### src/rtl/hazard_stall_ctrl_if.sv
// Bundle between the front-end pipeline and the hazard/stall controller.
// Every signal is a level-sensitive control that is sampled each cycle; there is no valid/ready handshake.
interface hazard_stall_ctrl_if;
  logic [4:0]  ID_Rs;
  logic [4:0]  ID_Rt;
  logic        ID_UsesRt;
  logic        ID_Branch;
  logic        ID_MulDiv;
  logic        Branch_Taken;
  logic        Jump;
  logic        EX_MemRead;
  logic        EX_RegWrite;
  logic [4:0]  EX_Rd;
  logic        MEM_MemRead;
  logic [4:0]  MEM_Rd;
  logic        PC_Write;
  logic        IF_ID_Write;
  logic        IF_ID_Flush;
  logic        ID_EX_Bubble;
  logic [31:0] Stall_Count;
  logic [1:0]  dbg_state;

  modport master (
    output ID_Rs, ID_Rt, ID_UsesRt, ID_Branch, ID_MulDiv, Branch_Taken, Jump,
           EX_MemRead, EX_RegWrite, EX_Rd, MEM_MemRead, MEM_Rd,
    input  PC_Write, IF_ID_Write, IF_ID_Flush, ID_EX_Bubble, Stall_Count, dbg_state
  );

  modport slave (
    input  ID_Rs, ID_Rt, ID_UsesRt, ID_Branch, ID_MulDiv, Branch_Taken, Jump,
           EX_MemRead, EX_RegWrite, EX_Rd, MEM_MemRead, MEM_Rd,
    output PC_Write, IF_ID_Write, IF_ID_Flush, ID_EX_Bubble, Stall_Count, dbg_state
  );
endinterface

### src/rtl/hazard_stall_ctrl.sv
// Front-end hazard/stall controller: load-use, branch-operand and mul/div issue stalls, taken-branch flush.
// Optional stall-cycle counter on Stall_Count is built only when HAZ_STALL_CNT_EN is defined.
module hazard_stall_ctrl #(
  parameter int MULDIV_LAT = 4
) (
  input  logic Clk,
  input  logic Rst,
  hazard_stall_ctrl_if.slave bus
);

  if (MULDIV_LAT < 1 || MULDIV_LAT > 15) begin : g_lat_check
    $error("hazard_stall_ctrl: MULDIV_LAT must be in 1..15");
  end

  typedef enum logic [1:0] {
    RUN      = 2'd0,
    MD_BUSY  = 2'd1,
    MD_ISSUE = 2'd2
  } state_t;

  localparam logic [3:0] LAT_M1 = 4'(MULDIV_LAT - 1);

  state_t     state;
  logic [3:0] cnt;

  logic ex_match;
  logic mem_match;
  logic load_use;
  logic br_haz;
  logic haz;
  logic md_stall;
  logic pc_write;
  logic if_id_write;
  logic if_id_flush;
  logic id_ex_bubble;

  // Register 0 is hardwired zero, so it never creates a dependency.
  assign ex_match  = (bus.EX_Rd != 5'd0) &&
                     ((bus.EX_Rd == bus.ID_Rs) || (bus.ID_UsesRt && bus.EX_Rd == bus.ID_Rt));
  assign mem_match = (bus.MEM_Rd != 5'd0) &&
                     ((bus.MEM_Rd == bus.ID_Rs) || (bus.ID_UsesRt && bus.MEM_Rd == bus.ID_Rt));

  assign load_use = bus.EX_MemRead && ex_match;
  assign br_haz   = bus.ID_Branch && ((bus.EX_RegWrite && ex_match) || (bus.MEM_MemRead && mem_match));
  assign haz      = load_use || br_haz;
  assign md_stall = (state == MD_BUSY) || (state == RUN && bus.ID_MulDiv);

  always_comb begin
    pc_write     = 1'b1;
    if_id_write  = 1'b1;
    if_id_flush  = 1'b0;
    id_ex_bubble = 1'b0;
    // A stall wins over a taken branch: its operands are not valid yet.
    if (Rst || md_stall || haz) begin
      pc_write     = 1'b0;
      if_id_write  = 1'b0;
      id_ex_bubble = 1'b1;
    end else if (bus.Branch_Taken || bus.Jump) begin
      if_id_flush  = 1'b1;
    end
  end

  always_ff @(posedge Clk or posedge Rst) begin
    if (Rst) begin
      state <= RUN;
      cnt   <= 4'd0;
    end else begin
      case (state)
        RUN: begin
          if (bus.ID_MulDiv) begin
            cnt   <= LAT_M1;
            state <= (MULDIV_LAT == 1) ? MD_ISSUE : MD_BUSY;
          end
        end
        MD_BUSY: begin
          if (cnt == 4'd1) state <= MD_ISSUE;
          else             cnt   <= cnt - 4'd1;
        end
        MD_ISSUE: begin
          // The mul/div already served its latency; it only waits for data hazards.
          if (!haz) state <= RUN;
        end
        default: state <= RUN;
      endcase
    end
  end

`ifdef HAZ_STALL_CNT_EN
  logic [31:0] stall_cnt;

  always_ff @(posedge Clk or posedge Rst) begin
    if (Rst) begin
      stall_cnt <= 32'd0;
    end else if (!pc_write && stall_cnt != 32'hFFFF_FFFF) begin
      stall_cnt <= stall_cnt + 32'd1;
    end
  end

  assign bus.Stall_Count = stall_cnt;
`else
  assign bus.Stall_Count = 32'd0;
`endif

  assign bus.PC_Write     = pc_write;
  assign bus.IF_ID_Write  = if_id_write;
  assign bus.IF_ID_Flush  = if_id_flush;
  assign bus.ID_EX_Bubble = id_ex_bubble;
  assign bus.dbg_state    = state;

endmodule

### src/flat_wrapper.sv
// flat-port wrapper written by rule: the top's interface ports become plain ports
module hazard_stall_ctrl_flat 
#(
  parameter int MULDIV_LAT = 4
)
  (Clk, Rst, bus_ID_Rs, bus_ID_Rt, bus_ID_UsesRt, bus_ID_Branch, bus_ID_MulDiv, bus_Branch_Taken, bus_Jump, bus_EX_MemRead, bus_EX_RegWrite, bus_EX_Rd, bus_MEM_MemRead, bus_MEM_Rd, bus_PC_Write, bus_IF_ID_Write, bus_IF_ID_Flush, bus_ID_EX_Bubble, bus_Stall_Count, bus_dbg_state);
  hazard_stall_ctrl_if bus_i ();
  input  logic Clk;
  input  logic Rst;
  input wire logic [$bits(bus_i.ID_Rs)-1:0] bus_ID_Rs;
  input wire logic [$bits(bus_i.ID_Rt)-1:0] bus_ID_Rt;
  input wire logic [$bits(bus_i.ID_UsesRt)-1:0] bus_ID_UsesRt;
  input wire logic [$bits(bus_i.ID_Branch)-1:0] bus_ID_Branch;
  input wire logic [$bits(bus_i.ID_MulDiv)-1:0] bus_ID_MulDiv;
  input wire logic [$bits(bus_i.Branch_Taken)-1:0] bus_Branch_Taken;
  input wire logic [$bits(bus_i.Jump)-1:0] bus_Jump;
  input wire logic [$bits(bus_i.EX_MemRead)-1:0] bus_EX_MemRead;
  input wire logic [$bits(bus_i.EX_RegWrite)-1:0] bus_EX_RegWrite;
  input wire logic [$bits(bus_i.EX_Rd)-1:0] bus_EX_Rd;
  input wire logic [$bits(bus_i.MEM_MemRead)-1:0] bus_MEM_MemRead;
  input wire logic [$bits(bus_i.MEM_Rd)-1:0] bus_MEM_Rd;
  output wire logic [$bits(bus_i.PC_Write)-1:0] bus_PC_Write;
  output wire logic [$bits(bus_i.IF_ID_Write)-1:0] bus_IF_ID_Write;
  output wire logic [$bits(bus_i.IF_ID_Flush)-1:0] bus_IF_ID_Flush;
  output wire logic [$bits(bus_i.ID_EX_Bubble)-1:0] bus_ID_EX_Bubble;
  output wire logic [$bits(bus_i.Stall_Count)-1:0] bus_Stall_Count;
  output wire logic [$bits(bus_i.dbg_state)-1:0] bus_dbg_state;
  assign bus_i.ID_Rs = bus_ID_Rs;
  assign bus_i.ID_Rt = bus_ID_Rt;
  assign bus_i.ID_UsesRt = bus_ID_UsesRt;
  assign bus_i.ID_Branch = bus_ID_Branch;
  assign bus_i.ID_MulDiv = bus_ID_MulDiv;
  assign bus_i.Branch_Taken = bus_Branch_Taken;
  assign bus_i.Jump = bus_Jump;
  assign bus_i.EX_MemRead = bus_EX_MemRead;
  assign bus_i.EX_RegWrite = bus_EX_RegWrite;
  assign bus_i.EX_Rd = bus_EX_Rd;
  assign bus_i.MEM_MemRead = bus_MEM_MemRead;
  assign bus_i.MEM_Rd = bus_MEM_Rd;
  assign bus_PC_Write = bus_i.PC_Write;
  assign bus_IF_ID_Write = bus_i.IF_ID_Write;
  assign bus_IF_ID_Flush = bus_i.IF_ID_Flush;
  assign bus_ID_EX_Bubble = bus_i.ID_EX_Bubble;
  assign bus_Stall_Count = bus_i.Stall_Count;
  assign bus_dbg_state = bus_i.dbg_state;
  hazard_stall_ctrl #(.MULDIV_LAT(MULDIV_LAT)) u_core (.Clk(Clk), .Rst(Rst), .bus(bus_i));
endmodule
### config.mk
export PLATFORM = sky130hd
export DESIGN_NAME = hazard_stall_ctrl_flat
export DESIGN_NICKNAME = d
export VERILOG_FILES = /design/src/rtl/hazard_stall_ctrl_if.sv /design/src/rtl/hazard_stall_ctrl.sv /design/src/flat_wrapper.sv
export SDC_FILE = /design/constraint.sdc
export NUM_CORES = 1
export LEC_CHECK = 0
export BUFFER_PORTS_ARGS = -buffer_cell sky130_fd_sc_hd__buf_2
export CAP_MARGIN = 5
export CORE_AREA = 10 10 54 65
export DETAILED_ROUTE_END_ITERATION = 16
export DIE_AREA = 0 0 64 75
export PLACE_DENSITY = 0.79
export SKIP_LAST_GASP = 1
export SYNTH_ARGS = -nofsm -noshare
export SYNTH_HDL_FRONTEND = slang
export SYNTH_SLANG_ARGS = --single-unit
### constraint.sdc
create_clock -name Clk -period 1.81 [get_ports Clk]
set_input_delay 0.181 -clock Clk [delete_from_list [all_inputs] [get_ports Clk]]
set_output_delay 0.181 -clock Clk [all_outputs]
set_load 0.005 [all_outputs]
# After elaboration in Yosys (flattened, before gate mapping)
# Cells that the tools add are included.
dict set report totals {
  ff_bits 6
  in_bits 30
  output_inout_bits 38
  word_cells 48
}
dict set report classes {
  addsub 1
  n_eq_ne 11
  muxes 11
  reduce_logical 23
}
# cell n
set op_table {}
lappend op_table {{$eq 5x5->1} 4}
lappend op_table {{$reduce_bool 5->1} 2}
lappend op_table {{$logic_and 1x1->1} 9}
lappend op_table {{$logic_or 1x1->1} 8}
lappend op_table {{$mux 4} 2}
lappend op_table {{$ne 2x2->1 const B} 4}
lappend op_table {{$pmux 4 s2} 1}
lappend op_table {{$mux 2} 3}
lappend op_table {{$pmux 2 s3} 1}
lappend op_table {{$reduce_and 3->1} 2}
lappend op_table {{$eq 4x1->1 const B} 1}
lappend op_table {{$mux 1} 4}
lappend op_table {{$sub 4x1->4 const B} 1}
lappend op_table {{$eq 2x1->1 const B} 1}
lappend op_table {{$eq 2x2->1 const B} 1}
lappend op_table {{$logic_not 2->1} 1}
lappend op_table {{$reduce_bool 2->1} 1}

# Logic depth before layout (Yosys ltp)
# Gate-level depths: netlist (run 1).
dict set report logic_depth {
  word_depth 10
  depth_mapped 7
  mapped_depth_nobuf 7
}

# Least setup slack after synthesis (run 1)
# OpenSTA, ideal clock, no wires.
dict set report synth_timing {
  path_kind {flip-flop to flip-flop}
  from {register u_core.cnt[1]}
  to {register u_core.cnt[0]}
  setup_time_ns 0.127
  arrival_ns 1.265
  required_ns 1.683
  slack_ns 0.418
  stages_incl_launch_ff 8
  path_buffers 0
  synth_period_minus_slack_ns 1.392
  path_cell_list {dfrtp_1 -> inv_1 -> ha_1 -> nor3b_1 -> nor2b_1 -> or2_1 -> nor2_1 -> a21oi_1}
}
dict set report synth_via {
  elab_chain_len 3
}
# item line_no
set synth_lines {}
lappend synth_lines {{from (decl)} hazard_stall_ctrl.sv:24} ;# logic [3:0] cnt;
lappend synth_lines {{from (signal assigned)} hazard_stall_ctrl.sv:77} ;# else cnt <= cnt - 4'd1;
lappend synth_lines {{$eq 4x1->1} hazard_stall_ctrl.sv:76} ;# if (cnt == 4'd1) state <= MD_ISSUE;
lappend synth_lines {{$ne 2x2->1 (no source line)} -}
lappend synth_lines {{$reduce_and 3->1 (no source line)} -}
# No other way between the ends.
# A chain may end at the register's enable or synchronous reset.

# Worst setup path in the final report (run 1)
dict set report layout_timing {
  from {input bus_MEM_Rd[0]}
  to {output bus_IF_ID_Flush}
}
dict set report layout_via {
  elab_chain_len 10
  word_cells_on_any_way 12
  cone_classes {2 x eq/ne; 1 x mux; 9 x reduce/logical}
}
# item line_no
set layout_lines {}
lappend layout_lines {{from (decl)} flat_wrapper.sv:21} ;# input wire logic [$bits(bus_i.MEM_Rd)-1:0] bus_MEM_Rd;
lappend layout_lines {{$eq 5x5->1} hazard_stall_ctrl.sv:41} ;# ((bus.MEM_Rd == bus.ID_Rs) || (bus.ID_UsesRt && bus.MEM_Rd == bus.ID_Rt));
lappend layout_lines {{$logic_and 1x1->1} hazard_stall_ctrl.sv:41}
lappend layout_lines {{$logic_or 1x1->1} hazard_stall_ctrl.sv:41}
lappend layout_lines {{$logic_and 1x1->1 (*)} hazard_stall_ctrl.sv:40} ;# assign mem_match = (bus.MEM_Rd != 5'd0) &&
lappend layout_lines {{$logic_and 1x1->1 (*)} hazard_stall_ctrl.sv:44} ;# assign br_haz = bus.ID_Branch && ((bus.EX_RegWrite && ex_match) || (bus.MEM_MemRead && mem_match));
lappend layout_lines {{$logic_or 1x1->1 (*)} hazard_stall_ctrl.sv:44}
lappend layout_lines {{$logic_and 1x1->1 (*)} hazard_stall_ctrl.sv:44}
lappend layout_lines {{$logic_or 1x1->1 (*)} hazard_stall_ctrl.sv:45} ;# assign haz = load_use || br_haz;
lappend layout_lines {{$logic_or 1x1->1 (*)} hazard_stall_ctrl.sv:54} ;# if (Rst || md_stall || haz) begin
lappend layout_lines {{$mux 1 (*)} hazard_stall_ctrl.sv:54}
lappend layout_lines {{to (decl)} flat_wrapper.sv:24} ;# output wire logic [$bits(bus_i.IF_ID_Flush)-1:0] bus_IF_ID_Flush;
# Every way passes the cells marked *; elsewhere a longest branch is shown, timed or not.

==> results.md, run 1 <==
- Status: complete, no violations
- Layout cells sized above 1: 0.319
- WL final: 2.17 mm
- Clk sinks: 6
- Skew-Pair Late Insertion Delay: 240 ps
- Largest net degree at the start of global routing: 7
- Clock H-tree levels: 1
- IO buf count: 35
- Combinational share of power: 0.516
- DR top layer: met4
- Most frequent cells in the layout: buf_2, conb_1, xor2_1
- Period Utilization, post-route: 0.863
- Critical Path Start Type: primary input
- Row cnt: 19
- Area Growth Syn to Fin: 14.1%
- Most common cell after layout, fill and taps aside: buf_2
- Worst min path class: primary input to flip-flop
- Pwr per Cell Area: 778 nW/µm²
- Slew Limit Fails: 0
- Worst EP required: 1630 ps
- Max Freq: 640 MHz
- Die Y: 75 µm
- Setup Skew: 3.19 ps
- GPL Wtd Cong: 0.819
- Post-synthesis sequential area ratio: 0.174
- Die Width: 64 µm
- Worst vdd ir: 729 µV
- Crit path kind: primary input to primary output
- Initial Utilization: 0.382
- Synth Cell Area: 862 µm²
- Routed met2 length: 1.20 mm
- Fillers: 230
- Cells after Synth: 104
- Vias in the first global route: 758
- Synth Area in Simple Gates: 0.161
- Compound-Gate Fraction of Synth Area: 0.103
- Main combinational cell family by area after synthesis: buffers and inverters
- Max-Cap Viols: 0
- Worst setup EP type: primary output
- EDFF count, synth: 0
- Met3 wire len: 253 µm
- Via density: 4.04
- Antenna violations before repair: 0
- Clock slew at reported path FFs: 40 ps
- # IOs: 68
- Lkg Pwr: 0.540 nW
- Fin nets: 175
- Total CTS buffers: 3
- CTS tree: done
- First-pass iteration count of the detailed router: 4
- Final worst slack: 249 ps
- Async SR Flop Fraction: 1.00
- Total Neg Setup Slack: 0 ps
- Top FF cell, synth: dfrtp_1
- Post-CTS setup repair buffer count: 0
- Crit-path max FO: 3
- Aggregate global-route resource usage: 0.0856
- Die ar.: 4800 µm²
- First-pass GRT wire length: 3.41 mm
- Portion of netlist area occupied by mux cells: 0
- CORE AREA: 2260 µm²
- DRC: 0
- ANT cells: 0
- M1 WL: 703 µm
- Total number of vias: 695
- Adder-cell share of the synthesized area: 0.0290
- Final setup viols: 0
- Root buf cell: clkbuf_4
- Sequential power share: 0.329
- Post-synthesis average cell area: 8.29 µm²
- Final hold violation count: 0
- Yosys warns: 0
- Wire length per cell: 12.6 µm
- Final Critical Period: 1560 ps
- Clock power frac: 0.155
- RSZ-0062 raised after global routing: no
- Final HPWL DP: 1.98 mm
- Routed Antenna Nets: 0
- Maximum clock path buffer count: 2
- Xor/xnor cell area share of the yosys netlist: 0.224
- Net Sw Frac: 0.412
- Pint: 0.000450 W
- Drt initial violations: 4
- Library cells used by synthesis: 27
- FF+latch count, synth: 6
- Dpl ws: 202 ps
- FF/Latch Area: 150 µm²
- Crit path DAT: 1380 ps
- Multi-input logic area: 572 µm²
- GRT overflow: 0
- P_sw: 0.000315 W
-- flip-flops by register name, summed over array words and instances (netlist names) --
name                  count
u_core.cnt                4
u_core.bus.dbg_state      2
-- metrics by stage --
step	cell area, µm²	std cells	power, W	hold WS [ps]	utilization
after global routing	983	172	0.000854	353	0.435
after detailed placement	945	168	0.000644	114	0.418
after floorplan	978	135	0.000555	-28.0	-
after global placement	945	168	0.000633	118	0.418
final	983	172	0.000765	334	0.435
after CTS	977	172	0.000773	329	0.433
-- cells by family after synthesis --
kind of cell / after synthesis
buffers and inverters: 37
other: 1
AND/OR/NAND/NOR: 26
adder cells (fa/ha/maj): 2
flip-flops: 6
AO/OA/AOI/OAI: 10
XOR/XNOR: 22
-- power groups by stage --
stage / Combinational, W / Sequential, W / Clock [W]
floorplan: 0.000309 / 0.000245 / 0
global placement: 0.000380 / 0.000253 / 0
detailed placement: 0.000392 / 0.000252 / 0
CTS: 0.000399 / 0.000252 / 0.000123
global route: 0.000455 / 0.000264 / 0.000134
finish: 0.000395 / 0.000251 / 0.000118
-- critical path, cell delays in order --
cell,delay [ps]
buf_2,120
or4_4,530
o211ai_2,190
o221ai_2,130
nor2_1,110
buf_2,120
-- area by class of cell --
type	instances	area share
clock buffers	3	0.0229
inverters	4	0.0153
multi-input cells	92	0.581
flip-flops and latches	6	0.153
well taps	31	0.0394
repair buffers	36	0.188
-- Yosys cell counts, drive strengths merged (2+ instances only) --
| cell | instances | area [µm²] |
|---|---|---|
| xnor2 | 2 | 17.5 |
| a32oi | 2 | 17.5 |
| nor3 | 3 | 15.0 |
| ha | 2 | 25.0 |
| buf | 33 | 248 |
| dfrtp | 6 | 150 |
| xor2 | 20 | 175 |
| or4 | 2 | 18.8 |
| inv | 4 | 15.0 |
| and2b | 2 | 16.3 |
| nor4 | 2 | 12.5 |
| nand2 | 2 | 7.51 |
| nor2 | 11 | 41.3 |
| nor3b | 2 | 15.0 |
-- path summary, 6_finish.rpt --
check,startpoint,endpoint,slack (ps),depth (start not counted)
hold reg to reg,u_core.cnt[0],u_core.cnt[0],530,1
setup reg to reg,u_core.cnt[1],u_core.cnt[0],280,7
hold / removal,bus_ID_MulDiv,u_core.cnt[3],330,3
min in group asynchronous,Rst,u_core.bus.dbg_state[1],420,3
max in group asynchronous,Rst,u_core.cnt[1],1210,3
setup / recovery,bus_MEM_Rd[0],bus_IF_ID_Flush,250,6
-- routing by layer --
layer  global-route usage  vias up
met5                    0        -
met4               0.0268        0
met3               0.0445        2
met2                0.172       35
met1               0.0707      305
li1                     -      353
-- timing repair --
action | CTS | global route
setup endpoints to repair | 0 | 2
endpoints found under the hold margin | 6 | 0
gates resized for setup | 0 | 1
hold buffers | 1 | 0
Power figures use the tool's default switching activity.
==> inputs of run 2 (changes only) <==
==> constraint.sdc (replaced) <==
create_clock -name Clk -period 1.81 [get_ports Clk]
set_input_delay 0.181 -clock Clk [delete_from_list [all_inputs] [get_ports Clk]]
set_output_delay 0.181 -clock Clk [all_outputs]
set_load 0.05 [all_outputs]
==> run 2 against run 1 <==
Fmax decreased by 9.8%. Critical path depth unchanged. Worst setup slack got worse by 170 ps. Total power increased by 36%. Combinational power increased by 68%. Sequential cell count unchanged. Critical endpoint is now bus_IF_ID_Write. Largest power group unchanged.
==> results.md, run 2 (synthesis results as in run 1) <==
- Worst setup EP type: primary output
- Lkg Pwr: 0.551 nW (+2.0%)
- Final Critical Period: 1730 ps (+169 ps)
- Final hold violation count: 0 (unchanged)
- Crit-path max FO: 3 (unchanged)
- Antenna violations before repair: 0 (unchanged)
- Final setup viols: 0 (unchanged)
- Largest net degree at the start of global routing: 7 (unchanged)
- Max Freq: 578 MHz (-9.8%)
- Fillers: 258 (+12%)
- Final HPWL DP: 2.05 mm (+3.6%)
- Root buf cell: clkbuf_4
- GPL Wtd Cong: 0.802 (-2.2%)
- Status: complete, no violations
- Initial Utilization: 0.382 (unchanged)
- Clock power frac: 0.117 (-0.038)
- WL final: 2.24 mm (+3.2%)
- Routed Antenna Nets: 0 (unchanged)
- Max-Cap Viols: 0 (unchanged)
- CORE AREA: 2260 µm² (unchanged)
- Row cnt: 19 (unchanged)
- RSZ-0062 raised after global routing: no
- Pint: 0.000460 W (+2.2%)
- Clock H-tree levels: 1 (unchanged)
- Layout cells sized above 1: 0.338 (+0.0189)
- CTS tree: done
- # IOs: 68 (unchanged)
- Clock slew at reported path FFs: 40 ps (about the same)
- Die ar.: 4800 µm² (unchanged)
- Sequential power share: 0.244 (-0.085)
- Crit path DAT: 1550 ps (+170 ps)
- P_sw: 0.000581 W (+85%)
- Top reg by flops: u_core.cnt
- Via density: 4.18 (+3.4%)
- DP Cell Count: 169 (+0.60%)
- First-pass GRT wire length: 3.59 mm (+5.5%)
- IO buf count: 35 (unchanged)
- Final Power: 0.00104 W (+36%)
- Net Sw Frac: 0.558 (+0.147)
- Dpl ws: 44.4 ps (-157 ps)
- Worst min path class: primary input to flip-flop
- DRC: 0 (unchanged)
- GRT overflow: 0 (unchanged)
- First-pass iteration count of the detailed router: 3 (-1)
- Maximum clock path buffer count: 2 (unchanged)
- Vias in the first global route: 777 (+2.5%)
- Critical Path Start Type: primary input
- Combinational share of power: 0.639 (+0.123)
- Die Width: 64 µm (unchanged)
- Worst vdd ir: 803 µV (+10%)
- Aggregate global-route resource usage: 0.0911 (+0.00550)
- Max FFs per register: 4 (unchanged)
- Period Utilization, post-route: 0.956 (+0.0934)
- ANT cells: 0 (unchanged)
- Most common cell after layout, fill and taps aside: buf_2
- Skew-Pair Late Insertion Delay: 240 ps (about the same)
- Layout Cells excl Fill: 173 (+0.58%)
- Die Y: 75 µm (unchanged)
- Most frequent cells in the layout: buf_2, conb_1, xor2_1
- Clk sinks: 6 (unchanged)
- Total CTS buffers: 3 (unchanged)
- Total number of vias: 723 (+4.0%)
- Setup Skew: 4.71 ps (+1.52 ps)
- Crit path kind: primary input to primary output
- Area Growth Syn to Fin: 18.0%
- Final worst slack: 79.5 ps (-169 ps)
- Wire length per cell: 13.0 µm (+2.6%)
- Pwr per Cell Area: 1020 nW/µm² (+32%)
- Fin nets: 176 (+0.57%)
- Drt initial violations: 10 (+6)
- Worst EP required: 1630 ps (about the same)
- Slew Limit Fails: 0 (unchanged)
## run 2: power by group through the flow
stage / Sequential [W] / Combinational (W) / Clock [W]
final: 0.000254 / 0.000665 / 0.000122
after global placement: 0.000253 / 0.000649 / 0
after CTS: 0.000256 / 0.000659 / 0.000128
after floorplan: 0.000303 / 0.000522 / 0
after global routing: 0.000272 / 0.000730 / 0.000137
after detailed placement: 0.000257 / 0.000656 / 0
## run 2: final cells by class
class,count,area [µm²],share of cell area
Clock buffer,3,22.5,0.0221
Inverter,4,15.0,0.0148
Multi-Input combinational cell,92,593,0.583
Sequential cell,6,150,0.148
Tap cell,31,38.8,0.0381
Timing Repair Buffer,37,198,0.194
## run 2: worst paths after layout
kind / startpoint / to / slack, ps / depth (start not counted)
min: bus_ID_MulDiv / u_core.cnt[2] / 330 / 3
max reg2reg: u_core.cnt[1] / u_core.cnt[0] / 240 / 7
max: bus_MEM_Rd[0] / bus_IF_ID_Write / 80 / 6
max in group asynchronous: Rst / u_core.cnt[1] / 1210 / 3
min in group asynchronous: Rst / u_core.cnt[3] / 410 / 3
min reg2reg: u_core.cnt[0] / u_core.cnt[0] / 530 / 1
## run 2: repair_timing
item	4_1_cts	5_1_grt
endpoints found under the setup margin	0	4
buffers inserted	0	0
hold buffers	1	0
gates resized for setup	0	4
endpoints found under the hold margin	6	0
## run 2: per-stage QoR
step	hold WS (ps)	utilization	setup TNS, ps	area (µm²)
global route	351	0.450	0	1020
floorplan	-28.0	-	-327	992
CTS	317	0.442	0	998
global placement	113	0.428	0	966
detailed placement	120	0.428	0	966
finish	328	0.450	0	1020
## run 2: per-layer routing
layer	vias to the layer above	GRT usage	share of wire	wire [µm]
met5	-	0	0	0
met3	5	0.0564	0.15	341
li1	354	-	-	-
met4	0	0.0365	0.017	38
met1	322	0.0800	0.32	729
met2	42	0.166	0.51	1130
## run 2: worst max-delay path: stages
cell and delay [ps]:
buf_2 120, or4_4 540, o211ai_2 220, o221ai_4 140, inv_1 90, buf_2 260
